`src/rtl/jtdd_sdram_arb.sv`:
```
// Four-client SDRAM read arbiter with a one-word cache per client.
// Slot 0 (main CPU) has fixed priority; slots 1-3 share the port round-robin.
module jtdd_sdram_arb #(
    parameter int            AW      = 22,
    parameter int            DW      = 32,
    parameter int            TIMEOUT = 64,
    parameter logic [AW-1:0] OFFSET1 = '0,
    parameter logic [AW-1:0] OFFSET2 = '0,
    parameter logic [AW-1:0] OFFSET3 = '0
) (
    input  logic            clk,
    input  logic            rst,
    input  logic            downloading,
    input  logic [3:0]      slot_cs,
    input  logic [4*AW-1:0] slot_addr,
    output logic [4*DW-1:0] slot_dout,
    output logic [3:0]      slot_ok,
    output logic            sdram_req,
    input  logic            sdram_ack,
    input  logic            data_rdy,
    input  logic [DW-1:0]   data_read,
    output logic [AW-1:0]   sdram_addr
);

    localparam int TW = $clog2(TIMEOUT) + 1;

    typedef enum logic [1:0] {
        ST_IDLE = 2'd0,
        ST_REQ  = 2'd1,
        ST_WAIT = 2'd2
    } state_t;

    state_t        state_q, state_d;
    logic [1:0]    gnt_q, gnt_d;
    logic [1:0]    rr_ptr_q, rr_ptr_d;
    logic [AW-1:0] lat_addr_q, lat_addr_d;
    logic [AW-1:0] sdram_addr_q, sdram_addr_d;
    logic          sdram_req_q, sdram_req_d;
    logic [TW-1:0] timer_q, timer_d;
    logic [3:0]    valid_q, valid_d;
    logic [AW-1:0] cache_addr_q [4];
    logic [AW-1:0] cache_addr_d [4];
    logic [DW-1:0] cache_data_q [4];
    logic [DW-1:0] cache_data_d [4];

    logic [3:0]    hit;
    logic [3:0]    miss;
    logic [1:0]    rr_gnt;
    logic          rr_found;
    logic [1:0]    sel;
    logic [AW-1:0] sel_addr;
    logic          fill;

    function automatic logic [AW-1:0] slot_offset(input logic [1:0] s);
        case (s)
            2'd1:    slot_offset = OFFSET1;
            2'd2:    slot_offset = OFFSET2;
            2'd3:    slot_offset = OFFSET3;
            default: slot_offset = '0;
        endcase
    endfunction

    // Hit/miss are purely combinational on the registered cache contents.
    always_comb begin
        hit       = '0;
        slot_dout = '0;
        for (int i = 0; i < 4; i++) begin
            hit[i] = valid_q[i] && (cache_addr_q[i] == slot_addr[i*AW +: AW]);
            slot_dout[i*DW +: DW] = cache_data_q[i];
        end
        miss    = slot_cs & ~hit;
        slot_ok = (rst || downloading) ? 4'd0 : (slot_cs & hit);
    end

    // Round-robin search over slots 1..3 starting at rr_ptr, wrapping 3->1.
    always_comb begin
        logic [2:0] cand;
        rr_found = 1'b0;
        rr_gnt   = 2'd1;
        cand     = 3'd0;
        for (int i = 0; i < 3; i++) begin
            cand = {1'b0, rr_ptr_q} + 3'(i);
            if (cand > 3'd3) cand = cand - 3'd3;
            if (!rr_found && miss[cand[1:0]]) begin
                rr_found = 1'b1;
                rr_gnt   = cand[1:0];
            end
        end
        sel      = miss[0] ? 2'd0 : rr_gnt;
        sel_addr = slot_addr[sel*AW +: AW];
    end

    always_comb begin
        state_d      = state_q;
        gnt_d        = gnt_q;
        rr_ptr_d     = rr_ptr_q;
        lat_addr_d   = lat_addr_q;
        sdram_addr_d = sdram_addr_q;
        sdram_req_d  = sdram_req_q;
        timer_d      = timer_q;
        valid_d      = valid_q;
        cache_addr_d = cache_addr_q;
        cache_data_d = cache_data_q;
        fill         = 1'b0;

        if (downloading) begin
            // Downloads abort any access and keep every cache entry invalid.
            state_d     = ST_IDLE;
            sdram_req_d = 1'b0;
            timer_d     = '0;
            valid_d     = '0;
        end else begin
            case (state_q)
                ST_IDLE: begin
                    if (|miss) begin
                        gnt_d        = sel;
                        lat_addr_d   = sel_addr;
                        sdram_addr_d = sel_addr + slot_offset(sel);
                        sdram_req_d  = 1'b1;
                        state_d      = ST_REQ;
                        if (!miss[0]) rr_ptr_d = (rr_gnt == 2'd3) ? 2'd1 : rr_gnt + 2'd1;
                    end
                end
                ST_REQ: begin
                    if (sdram_ack) begin
                        sdram_req_d = 1'b0;
                        timer_d     = '0;
                        if (data_rdy) begin
                            fill    = 1'b1;
                            state_d = ST_IDLE;
                        end else begin
                            state_d = ST_WAIT;
                        end
                    end
                end
                ST_WAIT: begin
                    if (data_rdy) begin
                        fill    = 1'b1;
                        state_d = ST_IDLE;
                    end else if (timer_q == TW'(TIMEOUT - 1)) begin
                        // Abandon; the slot still misses and is requested again.
                        timer_d = '0;
                        state_d = ST_IDLE;
                    end else begin
                        timer_d = timer_q + 1'b1;
                    end
                end
                default: begin
                    state_d     = ST_IDLE;
                    sdram_req_d = 1'b0;
                end
            endcase

            if (fill) begin
                cache_data_d[gnt_q] = data_read;
                cache_addr_d[gnt_q] = lat_addr_q;
                valid_d[gnt_q]      = 1'b1;
            end
        end
    end

    always_ff @(posedge clk) begin
        if (rst) begin
            state_q      <= ST_IDLE;
            gnt_q        <= 2'd0;
            rr_ptr_q     <= 2'd1;
            lat_addr_q   <= '0;
            sdram_addr_q <= '0;
            sdram_req_q  <= 1'b0;
            timer_q      <= '0;
            valid_q      <= '0;
            cache_addr_q <= '{default: '0};
            cache_data_q <= '{default: '0};
        end else begin
            state_q      <= state_d;
            gnt_q        <= gnt_d;
            rr_ptr_q     <= rr_ptr_d;
            lat_addr_q   <= lat_addr_d;
            sdram_addr_q <= sdram_addr_d;
            sdram_req_q  <= sdram_req_d;
            timer_q      <= timer_d;
            valid_q      <= valid_d;
            cache_addr_q <= cache_addr_d;
            cache_data_q <= cache_data_d;
        end
    end

    assign sdram_req  = sdram_req_q;
    assign sdram_addr = sdram_addr_q;

endmodule
```
`config.mk`:
```
export PLATFORM = sky130hd
export DESIGN_NAME = jtdd_sdram_arb
export DESIGN_NICKNAME = d
export VERILOG_FILES = /design/src/rtl/jtdd_sdram_arb.sv
export SDC_FILE = /design/constraint.sdc
export NUM_CORES = 1
export LEC_CHECK = 0
export ABC_CLOCK_PERIOD_IN_PS = 3700
export BUFFER_PORTS_ARGS = -buffer_cell sky130_fd_sc_hd__buf_2
export CORE_UTILIZATION = 53
export CTS_CLUSTER_SIZE = 28
export DETAILED_ROUTE_END_ITERATION = 6
export PLACE_DENSITY = 0.8
export SLEW_MARGIN = 20
export SYNTH_ARGS = -nofsm -noshare
export SYNTH_HDL_FRONTEND = slang
export SYNTH_SLANG_ARGS = --single-unit
export TNS_END_PERCENT = 100
```
`constraint.sdc`:
```
create_clock -name clk -period 3.7 [get_ports clk]
set_clock_uncertainty 0.15 [all_clocks]
set_input_delay 0.74 -clock clk [delete_from_list [all_inputs] [get_ports clk]]
set_output_delay 0.74 -clock clk [all_outputs]
set_load 0.005 [all_outputs]
```
* Yosys cells after proc, flatten, opt, wreduce, memory -nomap -nowiden *
Cells that the tools add are included.

cells by class
  $add $sub $neg = 8
  $mul = 1
  divide/modulo/power cells = 0
  $lt $le $gt $ge = 10
  eq/ne operators = 12
  shifts and indexed selects = 1
  muxes and demuxes = 45
  bitwise logic cells = 8
  reduce and logical (&&, ||, !) cells = 21

operators by type and width
  cell                                                            number
  bitwise mux 128 bit                                             1
  bitwise mux 88 bit                                              1
  == test 22 bit                                                  4
  2-to-1 mux 22 bit                                               4
  indexed part select 88 x 8 -> 22 bit                            1
  demux 32 bit (select 2 bit)                                     1
  demux 22 bit (select 2 bit)                                     1
  2-to-1 mux 32 bit                                               1
  2-to-1 mux 2 bit                                                13
  adder 22 bit                                                    1
  2-to-1 mux 7 bit                                                3
  one-hot mux 7 bit (2 select lines)                              1
  less-than comparator 2 x 3 -> 1 bit (second input constant)     4
  AND reduction 3 bit                                             4
  2-to-1 mux 1 bit                                                11
  AND 4 bit                                                       2
  logical AND 1 bit                                               8
  adder 7 x 1 -> 7 bit (second input constant)                    1
  == test 7 x 6 -> 1 bit (second input constant)                  1
  binary-select mux 1 bit (select 2 bit)                          3
  greater-than comparator 3 x 2 -> 1 bit (second input constant)  2
  multiplier 2 x 4 -> 6 bit (second input constant)               1
  inequality test 2 bit (second input constant)                   3
  one-hot mux 2 bit (3 select lines)                              1
  other kinds (27)                                                33

storage, ports and cells
  flip-flop bits (word level) = 278
  bits in latches = 0
  bits in writable memories = 0
  bits in read-only memories = 0
  input bits = 129
  logic and storage cells = 122
  memories kept = 0

* Logic depth before layout (Yosys ltp) *
Gate-level depths: netlist of the first run.

  word-level depth = 17
  mapped depth = 11

* Worst setup path before layout of the first run *
OpenSTA, ideal clock, no wires.

  path kind = input to register
  start point = input slot_addr[55]
  end point = register lat_addr_q[0]
  arrival time = 2.990 ns
  required time = 3.433 ns
  path slack = 0.443 ns
  cell stages on the path = 9
  buffers on the path = 1
  path through = xnor2_1 nand4_1 or4_4 o21a_1 or4b_1 nor3b_2 nor2b_1 buf_2 a22o_1

on the way
  longest elaborated chain between the ends = 16
  elaborated cells on any way between the ends = 24
  those cells by class = mul (1); eq/ne (1); shift (1); mux (12); bitwise (2); reduce/logical (7)

RTL lines
  item                                    RTL line  RTL
  start: declaration                      15        input logic [4*AW-1:0] slot_addr,
  == test 22 bit (*)                      68        hit[i] = valid_q[i] && (cache_addr_q[i] == slot_addr[i*AW +: AW]);
  logical AND 1 bit (*)                   68
  NOT 4 bit (*)                           71        miss = slot_cs & ~hit;
  AND 4 bit (*)                           71
  binary-select mux 1 bit (select 2 bit)  84        if (!rr_found && miss[cand[1:0]]) begin
  2-to-1 mux 1 bit (not written as such)  84
  2-to-1 mux 1 bit                        84
  logical NOT 1 bit                       84
  logical AND 1 bit                       84
  2-to-1 mux 1 bit                        84
  logical NOT 1 bit                       84
  logical AND 1 bit                       84
  2-to-1 mux 2 bit                        84
  2-to-1 mux 2 bit                        89        sel = miss[0] ? 2'd0 : rr_gnt;
  multiplier 2 x 4 -> 6 bit               90        sel_addr = slot_addr[sel*AW +: AW];
  indexed part select 88 x 8 -> 22 bit    90
  end signal: assignment                  178       lat_addr_q <= lat_addr_d;
  end: declaration                        36        logic [AW-1:0] lat_addr_q, lat_addr_d;

Mark *: on every way between the ends. The rest lies on a longest branch, timed or not. The select of a mux whose other input is x is not followed.
A chain may end at the register's enable or synchronous reset.

* Final worst setup path of the first run *
  start point = register cache_addr_q[32] in the netlist's numbering
  end point = output slot_ok[2]

on the way
  longest elaborated chain between the ends = 4

RTL lines
  item                      RTL line  RTL
  start: declaration        41        logic [AW-1:0] cache_addr_q [4];
  start signal: assignment  183       cache_addr_q <= cache_addr_d;
  == test 22 bit            68
  logical AND 1 bit         68
  AND 4 bit                 72        slot_ok = (rst || downloading) ? 4'd0 : (slot_cs & hit);
  2-to-1 mux 4 bit          72
  end: declaration          17        output logic [3:0] slot_ok,

No other way between the ends.

==> results of run 1 <==
-- placed cells by master, fill, tap and decap left out, drive strengths merged, types with 5 or more instances in the layout --
cell,synthesis,layout
nand3,9,9
dfxtp,256,256
nor4,15,15
xnor2,48,48
nand4,18,18
a21oi,231,231
nand2,442,442
o21ai,13,13
or4,5,5
xor2,40,40
a22o,22,22
clkinv,0,8
ha,7,7
clkbuf,73,36
nor2,26,26
mux2i,70,70
buf,10,305
inv,15,16
-- sequential cells by signal (all words and copies together), names as in the netlist --
register and flops:
cache_addr_q 88, rr_ptr_q 2, sdram_req 1, valid_q 4
timer_q 7, lat_addr_q 22, slot_dout 128, state_q 2
gnt_q 2
-- critical path: cells and delay by family, from the launching register on --
kind | cells | cell delay [ns]
XOR/XNOR | 1 | 0.28
AND/OR/NAND/NOR | 3 | 1.21
flip-flops | 1 | 0.33
buffers and inverters | 1 | 0.21
-- per-stage QoR --
step           power, mW  hold slack, ns
2_1_floorplan       3.25           0.257
3_3_place_gp        3.53           0.268
3_5_place_dp        3.54           0.285
4_1_cts             6.30           0.293
5_1_grt             6.48           0.305
6_report            6.30           0.294
-- routing by layer --
layer	vias to the layer above	wire, um	track usage
met4	0	1760	0.154
li1	5084	-	-
met3	126	4180	0.0763
met5	-	0	0
met2	681	16800	0.541
met1	5118	14000	0.421
-- where the power goes --
group,switching [mW],internal [mW]
Combinational,0.368,0.274
Clock,1.13,1.66
Sequential,0.0733,2.79
Total,1.58,4.72
-- layout make-up --
class / count / share of cell area
Clock buffer: 36 / 0.0553
Clock inverter: 14 / 0.0120
Inverter: 15 / 0.00410
Multi-Input combinational cell: 1005 / 0.407
Sequential cell: 256 / 0.373
Tap cell: 270 / 0.0246
Timing Repair Buffer: 305 / 0.124
-- worst max-delay path by stage --
| stage | startpoint | to | slack (ns) | depth (start not counted) |
|---|---|---|---|---|
| after floorplan | slot_addr[55] | lat_addr_q[0] | 0.44 | 9 |
| after global placement | slot_addr[39] | lat_addr_q[19] | 0.04 | 12 |
| after detailed placement | slot_addr[39] | lat_addr_q[19] | -0.006 | 12 |
| after CTS | cache_addr_q[26] | slot_ok[2] | 0.32 | 5 |
| after global routing | cache_addr_q[32] | slot_ok[2] | 0.27 | 5 |
| final | cache_addr_q[32] | slot_ok[2] | 0.24 | 5 |
-- cells by family (layout without fill, tap and decap cells) --
family | after synthesis | in the layout | synth area share
and+or+nand+nor | 547 | 547 | 0.208
xor gates and xnor gates | 88 | 88 | 0.0696
muxes | 72 | 72 | 0.0653
AOI/OAI and AO/OA | 291 | 291 | 0.150
adders and majority gates | 7 | 7 | 0.00791
buffers and inverters | 98 | 370 | 0.0359
DFF | 256 | 256 | 0.463
==> metrics.log, run 1 <==
[metrics] status: finished clean
[metrics] power per unit of standard cell area: about 460 nW/um^2
[metrics] cells on worst reg2reg path: 11
[metrics] number of placed instances, taps included: approximately 1900
[metrics] headroom to the max-slew limit: 0.355
[metrics] fraction of post-synthesis cell area in the top cell type by area: 0.463
[metrics] largest stage delay on the critical path: 0.54 ns
[metrics] maximum number of buffers from clock root to sink: 3
[metrics] RSZ-0062 raised after global routing: false
[metrics] wire length of the first global-routing pass: approximately 57000 um
[metrics] initial antenna violation count: 0
[metrics] list of most frequent post-synthesis cells: sky130_fd_sc_hd__nand2_1 (442), sky130_fd_sc_hd__dfxtp_1 (256), sky130_fd_sc_hd__a21oi_1 (231)
[metrics] Hold Path Depth: 2
[metrics] class of the worst hold path: reg -> reg
[metrics] achievable frequency: between 0.2 and 0.3 GHz
[metrics] Clock Latency Late Sink: between 0.5 and 0.6 ns
[metrics] net count of the mapped netlist: between 1000 and 1500
[metrics] final WL: about 37000 um
[metrics] r2r setup slk: approximately 0.45 ns
[metrics] Sequential cell area: between 5000 and 6000 sq um
[metrics] peak ir drop on the vdd network: approximately 0.00042 V
[metrics] Cell variety after synth: 56
[metrics] via count: approximately 11000
[metrics] post_cts resized: 0
[metrics] path type of the worst setup path: reg -> out
[metrics] critical path data required time: around 2.8 ns
[metrics] fraction of the cycle the final worst path needs: 0.936
[metrics] Yosys Warn Count: 0
[metrics] netlist area before placement: around 11000 sq um
[metrics] setup violation total in the final timing report: 0
[metrics] CORE AREA: 20400 sq um
[metrics] proportion of register bits with asynchronous set or reset after synthesis: 0
[metrics] min-delay src: timer_q[6]
[metrics] half-perimeter wire length after detailed placement: 25600 um
[metrics] share of post-route cells with drive strength above 1: 0.228
[metrics] die footprint: between 20000 and 25000 sq um
[metrics] clock input transition at the sequential cells of the worst setup and hold paths: approximately 0.06 ns
[metrics] antenna violation net count after detailed routing: 0
[metrics] final cell utilization of the core: 0.674
[metrics] capture point of the worst reg-to-reg path: lat_addr_q[17]
[metrics] number of flops mapped to enable cells by yosys: 0
[metrics] post-CTS setup buffer count: 0
[metrics] final-report max-slew violation count: 0
[metrics] per-cell routed wire length: just under 20 um
[metrics] Die X: around 150 um
[metrics] Seq/Total Area, Yosys: 0.463
[metrics] transition time at the pin with the least slew margin: slightly below 1 ns
[metrics] kind of end point of the critical path: primary output
[metrics] post-layout instance count excluding filler cells: ~1900
[metrics] critical-path maximum fanout: 4
[metrics] number of hold-repair buffers added at the cts stage: 0
[metrics] most common cell in the netlist: sky130_fd_sc_hd__nand2_1
[metrics] setup_tns: 0 ns
[metrics] # IOs: 284
[metrics] gr usage total: 0.333
[metrics] area occupied by multi-input gates: approximately 5600 sq um
[metrics] synthesized instance count: approximately 1400
[metrics] Post-Place Cell Area: about 13000 sq um
[metrics] worst setup timing slack at the placement stage: -0.00626 ns
[metrics] final routed DRC violation total: 0
[metrics] cell row count: 52
[metrics] dominant register cell in the synthesized netlist: sky130_fd_sc_hd__dfxtp_1
[metrics] Final Instance Area: between 10000 and 15000 sq um
[metrics] clock tree root buffer cell: sky130_fd_sc_hd__clkbuf_16
[metrics] Critical Path Start Type: register
[metrics] number of sinks driven by the clock tree: between 200 and 300
[metrics] mean number of vias per cell: between 5 and 6
[metrics] starting density of the core: 0.543
[metrics] Leak: ~5.7 nW
[metrics] final-report hold violation count: 0
[metrics] number of global-route vias before repair: between 10000 and 15000
[metrics] CTS HTree Levels: 1
[metrics] CTS tree: done
[metrics] initial drt markers: between 800 and 900
[metrics] maximum number of pins on one net before global-route repair: around 220
[metrics] endpoint arrival time on the critical path: about 2.6 ns
[metrics] start of the worst register-to-register path: cache_addr_q[61]
[metrics] CTS Buf Count: 27
[metrics] mean instance size in the synthesized netlist: 8.14 sq um
[metrics] end point of the most critical hold path: timer_q[6]
[metrics] minimum period implied by the final worst setup slack: 3.46 ns
[metrics] Fill cells: 1620
[metrics] growth of design area from synthesis to finish: 24.0%
[metrics] critical path's slowest cell: sky130_fd_sc_hd__or4_1
[metrics] antenna diode count: 0
[metrics] largest area contributor in the netlist: sky130_fd_sc_hd__dfxtp_1
[metrics] number of flip-flops and latches in the synthesized netlist: around 260
[metrics] # port buffers: approximately 280
[metrics] count of max-cap constraint violations: 0
[metrics] y dimension of the die: approximately 150 um
[metrics] cell types occupying the most area after synthesis: sky130_fd_sc_hd__dfxtp_1 (46%), sky130_fd_sc_hd__nand2_1 (15%), sky130_fd_sc_hd__a21oi_1 (10%)
[metrics] 1st-pass router iterations: 5
[metrics] final critical-path setup slack: ~0.24 ns
[metrics] # nets final: 1746
[metrics] grt ovf: 0
[metrics] ordered cell list for the critical path: xnor2_1, nand4_1, or4_1, nor4_1, buf_2
[metrics] gp weighted congestion: around 1.0
Note: power is estimated with default switching activity, not from simulation.
==> run 2, diff against run 1 <==
--- a/config.mk
+++ b/config.mk
@@ -5,9 +5,10 @@
 export SDC_FILE = /design/constraint.sdc
 export NUM_CORES = 1
 export LEC_CHECK = 0
+export ABC_AREA = 1
 export ABC_CLOCK_PERIOD_IN_PS = 3700
 export BUFFER_PORTS_ARGS = -buffer_cell sky130_fd_sc_hd__buf_2
-export CORE_UTILIZATION = 53
+export CORE_UTILIZATION = 54
 export CTS_CLUSTER_SIZE = 28
 export DETAILED_ROUTE_END_ITERATION = 6
 export PLACE_DENSITY = 0.8
==> metrics.log, run 2 <==
[metrics] status: finished clean
[metrics] final-report hold violation count: 0
[metrics] 1st-pass router iterations: 6
[metrics] RSZ-0062 raised after global routing: false
[metrics] path type of the worst setup path: reg -> reg
[metrics] Yosys Warn Count: 0
[metrics] CTS Buf Count: 27
[metrics] final WL: around 39000 um
[metrics] count of max-cap constraint violations: 0
[metrics] fraction of the cycle the final worst path needs: 0.846
[metrics] dominant register cell in the synthesized netlist: sky130_fd_sc_hd__dfxtp_1
[metrics] CTS HTree Levels: 1
[metrics] initial drt markers: ~1200
[metrics] number of global-route vias before repair: approximately 11000
[metrics] # IOs: between 200 and 300
[metrics] minimum period implied by the final worst setup slack: ~3.1 ns
[metrics] critical path data required time: around 4.0 ns
[metrics] Critical Path Start Type: register
[metrics] post-route met1 wirelength: between 15000 and 20000 um
[metrics] maximum number of pins on one net before global-route repair: between 200 and 250
[metrics] number of hold-repair buffers added at the cts stage: 0
[metrics] flip-flop count of the largest register, all copies and words added: ~130
[metrics] critical path's slowest cell: sky130_fd_sc_hd__dfxtp_1
[metrics] Clock Latency Late Sink: approximately 0.53 ns
[metrics] maximum number of buffers from clock root to sink: 3
[metrics] Fill cells: between 1500 and 2000
[metrics] antenna violation net count after detailed routing: 0
[metrics] kind of end point of the critical path: register
[metrics] peak ir drop on the vdd network: about 0.00039 V
[metrics] class of the worst hold path: reg -> reg
[metrics] post_cts resized: 0
[metrics] wire length of the first global-routing pass: between 50000 and 60000 um
[metrics] clock tree root buffer cell: sky130_fd_sc_hd__clkbuf_16
[metrics] CTS tree: done
[metrics] fraction of post-synthesis cell area in the top cell type by area: 0.436
[metrics] mean instance size in the synthesized netlist: about 6.6 sq um
[metrics] power per unit of standard cell area: 469 nW/um^2
[metrics] # nets final: ~2200
[metrics] transition time at the pin with the least slew margin: roughly 1 ns
[metrics] per-cell routed wire length: 16.7 um
[metrics] met2 WL: roughly 17000 um
[metrics] gp weighted congestion: roughly 1.0
[metrics] Cell variety after synth: 34
[metrics] share of post-route cells with drive strength above 1: 0.195
[metrics] Die X: around 150 um
[metrics] commonest non-fill, non-tap cells in the layout: sky130_fd_sc_hd__nand2_1 (392), sky130_fd_sc_hd__nor2_1 (313), sky130_fd_sc_hd__buf_2 (283)
[metrics] CORE AREA: around 21000 sq um
[metrics] largest area contributor in the netlist: sky130_fd_sc_hd__dfxtp_1
[metrics] growth of design area from synthesis to finish: 21.8%
[metrics] y dimension of the die: between 100 and 150 um
[metrics] largest stage delay on the critical path: between 0.4 and 0.5 ns
[metrics] Seq/Total Area, Yosys: 0.436
[metrics] cell row count: 53
[metrics] net count of the mapped netlist: 1910
[metrics] die footprint: between 20000 and 25000 sq um
[metrics] via count: ~12000
[metrics] Critical Path Most Common Cell: sky130_fd_sc_hd__nand2_1
[metrics] routed wire length on met3: about 4300 um
[metrics] ordered cell list for the critical path: nand2_1, nor2_1, nand2_1, nor2_1, nand3_1, nand2_1, nand2_1, nand3_1, nand2_1, nand3_1, nand2_1, inv_4, nand3_4, inv_2, nand2_1, nand3_1, a21oi_1
[metrics] critical-path maximum fanout: 20
[metrics] top routing layer used: met5
[metrics] proportion of register bits with asynchronous set or reset after synthesis: 0
[metrics] gr usage total: 0.342
[metrics] cell types occupying the most area after synthesis: sky130_fd_sc_hd__dfxtp_1 (44%), sky130_fd_sc_hd__nand2_1 (13%), sky130_fd_sc_hd__o21ai_0 (10%)
[metrics] setup_tns: 0 ns
[metrics] post-CTS setup buffer count: 0
[metrics] setup violation total in the final timing report: 0
[metrics] most common cell after layout, fill and taps aside: sky130_fd_sc_hd__nand2_1
[metrics] # port buffers: approximately 280
[metrics] synthesized instance count: 1774
[metrics] Leak: between 7 and 8 nW
[metrics] initial antenna violation count: 5
[metrics] mean number of vias per cell: 5.37
[metrics] number of flops mapped to enable cells by yosys: 0
[metrics] netlist area before placement: approximately 12000 sq um
[metrics] list of most frequent post-synthesis cells: sky130_fd_sc_hd__nand2_1 (392), sky130_fd_sc_hd__nor2_1 (316), sky130_fd_sc_hd__dfxtp_1 (256)
[metrics] final routed DRC violation total: 0
[metrics] most common cell in the netlist: sky130_fd_sc_hd__nand2_1
[metrics] headroom to the max-slew limit: 0.331
[metrics] number of sinks driven by the clock tree: 256
[metrics] number of flip-flops and latches in the synthesized netlist: 256
[metrics] achievable frequency: roughly 0.32 GHz
[metrics] clock input transition at the sequential cells of the worst setup and hold paths: ~0.070 ns
[metrics] final-report max-slew violation count: 0
[metrics] half-perimeter wire length after detailed placement: 26900 um
[metrics] hold slack final: approximately 0.29 ns
[metrics] starting density of the core: 0.556
[metrics] grt ovf: 0
[metrics] endpoint arrival time on the critical path: between 3 and 4 ns
-- run 2: per-layer routing --
layer | vias to the layer above | track usage
met2 | 677 | 0.533
met5 | - | 0
li1 | 6057 | -
met1 | 5578 | 0.438
met4 | 2 | 0.176
met3 | 115 | 0.0817
-- run 2: through the flow --
| stage | area [sq um] | power, mW | utilization | std cells | setup WS [ns] |
|---|---|---|---|---|---|
| floorplan | 11800 | 3.41 | - | 1774 | 1.10 |
| global placement | 13300 | 3.76 | 0.630 | 2263 | 0.385 |
| detailed placement | 13300 | 3.76 | 0.630 | 2263 | 0.367 |
| CTS | 14300 | 6.71 | 0.676 | 2312 | 0.687 |
| global route | 14300 | 6.92 | 0.677 | 2314 | 0.417 |
| finish | 14300 | 6.72 | 0.677 | 2316 | 0.569 |
-- run 2: final cells by class --
type | instances | area (sq um) | area share
Tap cell | 275 | 344 | 0.0240
Inverter | 223 | 845 | 0.0590
Timing Repair Buffer | 300 | 1580 | 0.110
Antenna cell | 4 | 10.0 | 0.000699
Clock buffer | 35 | 756 | 0.0528
Sequential cell | 256 | 5120 | 0.358
Clock inverter | 14 | 229 | 0.0160
Multi-Input combinational cell | 1209 | 5430 | 0.379
-- run 2: worst max-delay path: cells and delay by family (launching register included) --
family	cells	cell delay (ns)
AND/OR/NAND/NOR	14	1.85
buffers and inverters	2	0.43
AO/OA/AOI/OAI	1	0.12
flip-flops	1	0.47
-- run 2: cells by family after synthesis --
logic type,count (synthesis),share of synthesized area
DFF,256,0.436
muxes,1,0.000852
xor gates and xnor gates,11,0.00820
and+or+nand+nor,795,0.274
AOI/OAI and AO/OA,395,0.170
adders and majority gates,7,0.00745
buffers and inverters,309,0.103
-- run 2: report_power, final --
part           total [mW]  internal (mW)  switching [mW]  leakage, nW
Clock                2.99           1.86            1.13        0.481
Sequential           2.90           2.80           0.100         2.07
Combinational       0.827          0.269           0.558         4.60
Total                6.72           4.93            1.79         7.15
-- run 2: worst paths after layout --
kind,startpoint,slack [ns],cells after the start,end
max,valid_q[3],0.57,17,lat_addr_q[4]
min,slot_dout[12],0.29,2,slot_dout[12]
max reg2reg,valid_q[3],0.57,17,lat_addr_q[4]
min reg2reg,slot_dout[12],0.29,2,slot_dout[12]
==> run 3, diff against run 2 <==
--- a/config.mk
+++ b/config.mk
@@ -6,7 +6,7 @@
 export NUM_CORES = 1
 export LEC_CHECK = 0
 export ABC_AREA = 1
-export ABC_CLOCK_PERIOD_IN_PS = 3700
+export ABC_CLOCK_PERIOD_IN_PS = 3100
 export BUFFER_PORTS_ARGS = -buffer_cell sky130_fd_sc_hd__buf_2
 export CORE_UTILIZATION = 54
 export CTS_CLUSTER_SIZE = 28
==> constraint.sdc (replaced) <==
create_clock -name clk -period 3.1 [get_ports clk]
set_clock_uncertainty 0.15 [all_clocks]
set_input_delay 0.62 -clock clk [delete_from_list [all_inputs] [get_ports clk]]
set_output_delay 0.62 -clock clk [all_outputs]
set_load 0.005 [all_outputs]
==> metrics.log, run 3 (synthesized netlist as in run 2, its figures left out) <==
[metrics] growth of design area from synthesis to finish: 22.5%
[metrics] wire length of the first global-routing pass: 60600 um
[metrics] starting density of the core: 0.556
[metrics] peak ir drop on the vdd network: approximately 0.00041 V
[metrics] # IOs: 284
[metrics] achievable frequency: roughly 0.35 GHz
[metrics] # nets final: 2165
[metrics] count of max-cap constraint violations: 0
[metrics] Clock Latency Late Sink: ~0.54 ns
[metrics] clock network power share: 0.420
[metrics] via count: around 13000
[metrics] # port buffers: 283
[metrics] clock tree root buffer cell: sky130_fd_sc_hd__clkbuf_16
[metrics] ordered cell list for the critical path: inv_1, ha_1, inv_1, nand3_1, nand3_1, nand2_1, inv_1, nand4_4, nand2_4, buf_4, nand2_1, nand2_1, nand2_1, nand2_1, a21oi_1
[metrics] number of sinks driven by the clock tree: between 200 and 300
[metrics] y dimension of the die: 150 um
[metrics] flip-flop count of the largest register, all copies and words added: 128
[metrics] RSZ-0062 raised after global routing: false
[metrics] maximum number of pins on one net before global-route repair: 205
[metrics] die footprint: roughly 22000 sq um
[metrics] P_int: between 5 and 6 mW
[metrics] Bufs and invs on worst path: 4
[metrics] final-report hold violation count: 0
[metrics] gr usage total: 0.348
[metrics] post-CTS setup buffer count: 0
[metrics] CTS HTree Levels: 1
[metrics] number of hold-repair buffers added at the cts stage: 0
[metrics] most common cell after layout, fill and taps aside: sky130_fd_sc_hd__nand2_1
[metrics] setup violation total in the final timing report: 0
[metrics] final WL: between 30000 and 40000 um
[metrics] half-perimeter wire length after detailed placement: around 28000 um
[metrics] hold slack final: about 0.20 ns
[metrics] antenna violation net count after detailed routing: 0
[metrics] final routed DRC violation total: 0
[metrics] fraction of the cycle the final worst path needs: 0.913
[metrics] headroom to the max-slew limit: 0.448
[metrics] initial drt markers: around 1100
[metrics] Sw Share: 0.277
[metrics] CORE AREA: 21200 sq um
[metrics] critical path data required time: between 3 and 4 ns
[metrics] share of post-route cells with drive strength above 1: 0.199
[metrics] critical path's slowest cell: sky130_fd_sc_hd__ha_1
[metrics] power per unit of standard cell area: between 500 and 600 nW/um^2
[metrics] Die X: between 100 and 150 um
[metrics] Tot Pwr: 7.80 mW
[metrics] proportion of power drawn by flip-flops and latches: 0.448
[metrics] Leak: around 7 nW
[metrics] kind of end point of the critical path: register
[metrics] 1st-pass router iterations: 5
[metrics] critical-path maximum fanout: 21
[metrics] mean number of vias per cell: 5.39
[metrics] endpoint arrival time on the critical path: roughly 3.1 ns
[metrics] CTS Buf Count: 27
[metrics] CTS tree: done
[metrics] largest stage delay on the critical path: approximately 0.45 ns
[metrics] grt ovf: 0
[metrics] gp weighted congestion: about 1.0
[metrics] class of the worst hold path: in -> reg
[metrics] transition time at the pin with the least slew margin: 0.828 ns
[metrics] path type of the worst setup path: reg -> reg
[metrics] Critical Path Most Common Cell: sky130_fd_sc_hd__nand2_1
[metrics] minimum period implied by the final worst setup slack: 2.83 ns
[metrics] Critical Path Start Type: register
[metrics] number of global-route vias before repair: about 12000
[metrics] r2r setup slk: approximately 0.27 ns
[metrics] cell row count: 53
[metrics] per-cell routed wire length: ~17 um
[metrics] commonest non-fill, non-tap cells in the layout: sky130_fd_sc_hd__nand2_1 (392), sky130_fd_sc_hd__nor2_1 (313), sky130_fd_sc_hd__buf_2 (283)
[metrics] final-report max-slew violation count: 0
[metrics] status: finished clean
[metrics] maximum number of buffers from clock root to sink: 3
[metrics] Net Switching: approximately 2.2 mW
[metrics] fraction of power consumed by combinational cells: 0.132
[metrics] post_cts resized: 0
[metrics] largest delay contributor family on the critical path: simple AND/OR/NAND/NOR gates
[metrics] final cell utilization of the core: 0.681
[metrics] clock input transition at the sequential cells of the worst setup and hold paths: around 0.060 ns
[metrics] initial antenna violation count: 5
## run 3: cell types whose count changed in the layout (fill, tap and decap cells not counted), moves of 2 or more
cell / previous run / this run
sky130_fd_sc_hd__buf_12: 3 / 9
sky130_fd_sc_hd__clkbuf_1: 3 / 6
sky130_fd_sc_hd__buf_4: 14 / 20
sky130_fd_sc_hd__diode_2: 4 / 6
sky130_fd_sc_hd__clkbuf_8: 5 / 10
sky130_fd_sc_hd__clkinvlp_4: 2 / 0
sky130_fd_sc_hd__clkinv_2: 5 / 3
sky130_fd_sc_hd__bufinv_16: 6 / 1
## run 3: layout make-up
| type | count | area [sq um] |
|---|---|---|
| well taps | 275 | 344 |
| fillers | 1851 | 6750 |
| clock inverters | 6 | 62.6 |
| inverters | 223 | 845 |
| multi-input cells | 1209 | 5430 |
| diodes | 6 | 15.0 |
| flip-flops and latches | 256 | 5120 |
| clock buffers | 43 | 836 |
| repair buffers | 312 | 1750 |
## run 3: final timing paths
path	to	from	cells past startpoint
setup / recovery	lat_addr_q[4]	rr_ptr_q[0]	15
hold / removal	slot_dout[84]	data_read[20]	3
setup reg to reg	lat_addr_q[4]	rr_ptr_q[0]	15
hold reg to reg	slot_dout[3]	slot_dout[3]	2
## run 3: metal layers
metal / wire length, um / GRT usage
met1: 15700 / 0.443
met2: 17800 / 0.555
met3: 4340 / 0.0753
met4: 1920 / 0.171
met5: 27 / 0
## run 3: worst register-to-register path, cell delays in order, from the launching register on
cell and delay, ns:
sky130_fd_sc_hd__dfxtp_1 0.40, sky130_fd_sc_hd__inv_1 0.13, sky130_fd_sc_hd__ha_1 0.45, sky130_fd_sc_hd__inv_1 0.19, sky130_fd_sc_hd__nand3_1 0.14, sky130_fd_sc_hd__nand3_1 0.10, sky130_fd_sc_hd__nand2_1 0.06, sky130_fd_sc_hd__inv_1 0.12
sky130_fd_sc_hd__nand4_4 0.15, sky130_fd_sc_hd__nand2_4 0.12, sky130_fd_sc_hd__buf_4 0.25, sky130_fd_sc_hd__nand2_1 0.11, sky130_fd_sc_hd__nand2_1 0.09, sky130_fd_sc_hd__nand2_1 0.05, sky130_fd_sc_hd__nand2_1 0.13, sky130_fd_sc_hd__a21oi_1 0.08
## run 3: power groups by stage
stage	logic (mW)	clock network [mW]	registers, mW
after CTS	1.00	3.29	3.48
after global routing	1.12	3.43	3.48
after global placement	0.995	0	3.55
after detailed placement	0.995	0	3.55
final	1.03	3.28	3.49
after floorplan	0.598	0	3.47
## run 3: stage by stage
step / TNS [ns] / setup WS [ns] / cell area [sq um] / cells
after floorplan: 0 / 0.621 / 11800 / 1774
after global placement: -0.0487 / -0.0214 / 13500 / 2275
after detailed placement: 0 / 0.00785 / 13500 / 2275
after CTS: 0 / 0.317 / 14400 / 2324
after global routing: 0 / 0.0927 / 14400 / 2326
final: 0 / 0.270 / 14400 / 2330
